### src/rtl/pipe_stage_buf.sv
// Inter-stage pipeline register with valid/ready handshake, synchronous flush
// and an optional 2-entry skid buffer that keeps in_ready off the out_ready path.
module pipe_stage_buf #(
    parameter int unsigned       DATA_W    = 64,
    parameter int unsigned       SKID      = 1,
    parameter logic [DATA_W-1:0] RESET_VAL = '0
) (
    input  logic              cpu_clk_50M,
    input  logic              cpu_rst,
    input  logic              flush,
    input  logic              in_valid,
    output logic              in_ready,
    input  logic [DATA_W-1:0] in_data,
    output logic              out_valid,
    input  logic              out_ready,
    output logic [DATA_W-1:0] out_data,
    output logic [1:0]        occupancy
);

    typedef enum logic [1:0] {
        EMPTY = 2'd0,
        ONE   = 2'd1,
        TWO   = 2'd2
    } state_t;

    state_t            state;
    state_t            state_nxt;
    logic [DATA_W-1:0] main_q;
    logic [DATA_W-1:0] skid_q;
    logic              push;
    logic              pop;
    logic              main_load;
    logic              main_from_skid;
    logic              skid_load;

    assign out_valid = (state != EMPTY);
    assign out_data  = main_q;
    assign occupancy = state;

    always_comb begin
        in_ready       = 1'b0;
        push           = 1'b0;
        pop            = 1'b0;
        main_load      = 1'b0;
        main_from_skid = 1'b0;
        skid_load      = 1'b0;
        state_nxt      = state;

        // Skid mode derives in_ready purely from registered state.
        if (SKID != 0) begin
            in_ready = (state != TWO) & ~cpu_rst;
        end else begin
            in_ready = (~out_valid | out_ready) & ~cpu_rst;
        end

        push = in_valid & in_ready & ~flush;
        pop  = out_valid & out_ready;

        if (flush) begin
            state_nxt = EMPTY;
        end else begin
            unique case (state)
                EMPTY: begin
                    if (push) begin
                        main_load = 1'b1;
                        state_nxt = ONE;
                    end
                end
                ONE: begin
                    if (push && pop) begin
                        main_load = 1'b1;
                    end else if (push && (SKID != 0)) begin
                        skid_load = 1'b1;
                        state_nxt = TWO;
                    end else if (pop) begin
                        state_nxt = EMPTY;
                    end
                end
                TWO: begin
                    if (pop) begin
                        main_load      = 1'b1;
                        main_from_skid = 1'b1;
                        state_nxt      = ONE;
                    end
                end
                default: state_nxt = EMPTY;
            endcase
        end
    end

    always_ff @(posedge cpu_clk_50M or posedge cpu_rst) begin
        if (cpu_rst) begin
            state <= EMPTY;
        end else begin
            state <= state_nxt;
        end
    end

    always_ff @(posedge cpu_clk_50M or posedge cpu_rst) begin
        if (cpu_rst) begin
            main_q <= RESET_VAL;
            skid_q <= RESET_VAL;
        end else if (flush) begin
            main_q <= RESET_VAL;
            skid_q <= RESET_VAL;
        end else begin
            if (main_load) begin
                main_q <= main_from_skid ? skid_q : in_data;
            end
            if (skid_load) begin
                skid_q <= in_data;
            end
        end
    end

endmodule
### config.mk
export PLATFORM = sky130hd
export DESIGN_NAME = pipe_stage_buf
export DESIGN_NICKNAME = d
export VERILOG_FILES = /design/src/rtl/pipe_stage_buf.sv
export SDC_FILE = /design/constraint.sdc
export NUM_CORES = 1
export LEC_CHECK = 0
export BUFFER_PORTS_ARGS = -buffer_cell sky130_fd_sc_hd__buf_2
export CORE_ASPECT_RATIO = 2
export CORE_MARGIN = 1
export CORE_UTILIZATION = 49
export CTS_CLUSTER_SIZE = 14
export DETAILED_ROUTE_END_ITERATION = 8
export PLACE_DENSITY = 0.82
export SLEW_MARGIN = 25
export SYNTH_ARGS = -nofsm -noshare
export SYNTH_HDL_FRONTEND = slang
export SYNTH_SLANG_ARGS = --single-unit
### constraint.sdc
create_clock -name cpu_clk_50M -period 3.54 [get_ports cpu_clk_50M]
set_input_delay 0.177 -clock cpu_clk_50M [delete_from_list [all_inputs] [get_ports cpu_clk_50M]]
set_output_delay 0.177 -clock cpu_clk_50M [all_outputs]
set_load 0.02 [all_outputs]
==> out/metrics.yaml <==
outcome: "finished clean"
die_h_um: 159
dp_slack_ns: 0.977
fin_nets: 792
maxSlewHeadroom_pct: 30.8
port_buffers: 136
peakVddDrop_mv: 0.497
cts_buffers: 17
area.growth.synth_to_final_pct: 30.9
syn_area_um2: 6040
power.switching_w: 0.000960
crit_chain: "nor2b_1 -> and3b_2 -> buf_4 -> mux2i_1 -> a211oi_2"
power_density_nw_per_um2: 489
cts_tree: "yes"
drive_above_1_share_pct: 29.6
final_common_cell: "buf_2"
fin_setup_tns_ns: 0
worstHoldPathType: "in -> reg"
cp-start-kind: "flop"
p_leak_nw: 3.94
finalHoldViolCount: 0
clock-sinks: 130
p_seq_share_pct: 40.8
cpPeakStageDelay_ns: 0.78
synthesis.nets: 621
grt_max_degree: 101
finalWeightedCongestion: 0.836
cp.arrival_ns: 2.83
pwr-share-clk_pct: 48.3
clk_latency_ns: 0.41
maxSlewViolCount: 0
path_class: "reg -> reg"
switching_share_pct: 24.9
grt_pass1_vias: 5347
drt-total-wl_um: 15500
num_rows: 57
viasPerCell: 5.65
dp.cells: 797
max_freq_ghz: 0.387
timing.hold.ws_ns: 0.0111
synth_seq_area_share_pct: 53.9
postCtsSetupBuffers: 0
overflow: 0
yosys_warnings: 0
wl_per_cell_um: 17.6
post-route-drc-count: 0
grt_pass1_wl_um: 26200
period_minus_slack_ns: 2.58
tightest_slew_ns: 1.04
die_x_um: 80.5
fp.dieArea_um2: 12800
slowest_stage: "and3b_2"
antenna_found_initial: 1
ctsRootBufferMaster: "clkbuf_16"
h-tree-depth: 4
synth_area_leader_cell: "dfrtp_1"
dp_hpwl_um: 9900
synthCells: 552
num_vias: 4998
postSynthAreaPerCell_um2: 10.9
finClkSkew_ns: 0.00772
initial_core_util_pct: 50.1
synth.top_cell.area_share_pct: 53.9
internal_power_w: 0.00290
fillerInstances: 929
combPwrFrac_pct: 10.9
fin_crit_sh_pct: 72.9
endpoint_kind: "flop"
clockBufferDepth: 2
grt_usage_pct: 26.5
drtAntennaViolNets: 0
first_pass_iters: 5
setup_violations: 0
path_max_fanout: 46
yosysUniqueCellTypes: 26
layout.cells.non_filler: 884
final_cell_mix: "buf_2 (135), dfrtp_1 (130), nand2_1 (129), nand3b_1 (58), dlygate4sd3_1 (54)"
fp.coreArea_um2: 12100
maxCapViolCount: 0
rsz0062_at_grt: "no"
synth_seq_cells: 130
drt_iter0_markers: 284
cp.required_ns: 3.79
ioPinCount: 137
setup_slack_ns: 0.959
yosys-top-cells-area: "dfrtp_1 (54%), nand2_1 (8.1%), nand3b_1 (7.2%)"
clk_pin_slew_ns: 0.06
## layer usage
layer	track usage, %	wire length, µm	vias to the layer above
li1	-	-	2288
met1	29.7	5680	2458
met2	45.3	8310	193
met3	4.07	676	59
met4	17.0	856	0
met5	0	0	-
## cell type report
type / count / area (µm²) / share of cell area [%]
Antenna cell: 1 / 2.50 / 0.0317
Clock buffer: 17 / 425 / 5.39
Clock inverter: 15 / 208 / 2.63
Inverter: 1 / 7.51 / 0.0950
Multi-Input combinational cell: 374 / 2500 / 31.7
Sequential cell: 130 / 3250 / 41.2
Tap cell: 147 / 184 / 2.33
Timing Repair Buffer: 199 / 1320 / 16.7
## repair_timing
action	CTS	global route
hold endpoints to repair	90	0
hold buffers	54	0
gates resized for setup	0	0
## cells in the mapped netlist, drive strengths merged
library cell,n
and3b,1
inv,1
nand3b,58
buf,27
o22a,1
or4b,1
a21oi,10
clkbuf,20
and2,36
o21a,1
nor2b,2
a211oi,30
nand2b,1
nand2,130
a221o,34
nor3b,1
or2,2
nor2,3
nor3,31
mux2i,31
dfrtp,130
nor4b,1
## cell families after synthesis
family | after synthesis | synth area share [%]
compound gates | 76 | 13.1
buf+inv | 48 | 4.75
flops | 130 | 53.9
mux | 31 | 5.14
simple gates | 267 | 23.1
## registers in the layout, indices dropped and copies added, names as in the netlist
signal,flops
out_data,64
skid_q,64
occupancy,2
## path summary, 6_finish.rpt
check / start / endpoint / slack, ns / cells past startpoint
worst min-delay path: in_data[46] / skid_q[46] / 0.01 / 3
min in group asynchronous: cpu_rst / skid_q[52] / 0.51 / 3
worst max-delay path: occupancy[1] / out_data[19] / 0.96 / 5
worst min register to register: out_data[1] / out_data[1] / 0.51 / 1
worst max register to register: occupancy[1] / out_data[19] / 0.96 / 5
max in group asynchronous: cpu_rst / skid_q[50] / 2.17 / 4
## power groups by stage
stage / sequential (W) / clock [W] / combinational (W)
after floorplan: 0.00165 / 0 / 0.000189
after global placement: 0.00160 / 0 / 0.000364
after detailed placement: 0.00160 / 0 / 0.000377
after CTS: 0.00157 / 0.00189 / 0.000424
after global routing: 0.00158 / 0.00197 / 0.000456
final: 0.00158 / 0.00186 / 0.000423
## through the flow
| stage | util (%) | area, µm² | total power, W |
|---|---|---|---|
| global placement | 55.8 | 6720 | 0.00196 |
| global route | 65.5 | 7900 | 0.00400 |
| detailed placement | 55.8 | 6720 | 0.00198 |
| floorplan | - | 6040 | 0.00184 |
| finish | 65.5 | 7900 | 0.00386 |
| CTS | 65.5 | 7900 | 0.00389 |
## critical path, delay by kind of cell, from the launching register on
kind	cells	cell delay, ns
buf+inv	1	0.46
compound gates	1	0.10
mux	1	0.33
flops	1	0.48
simple gates	2	1.04
(Power assumes the default switching activity.)
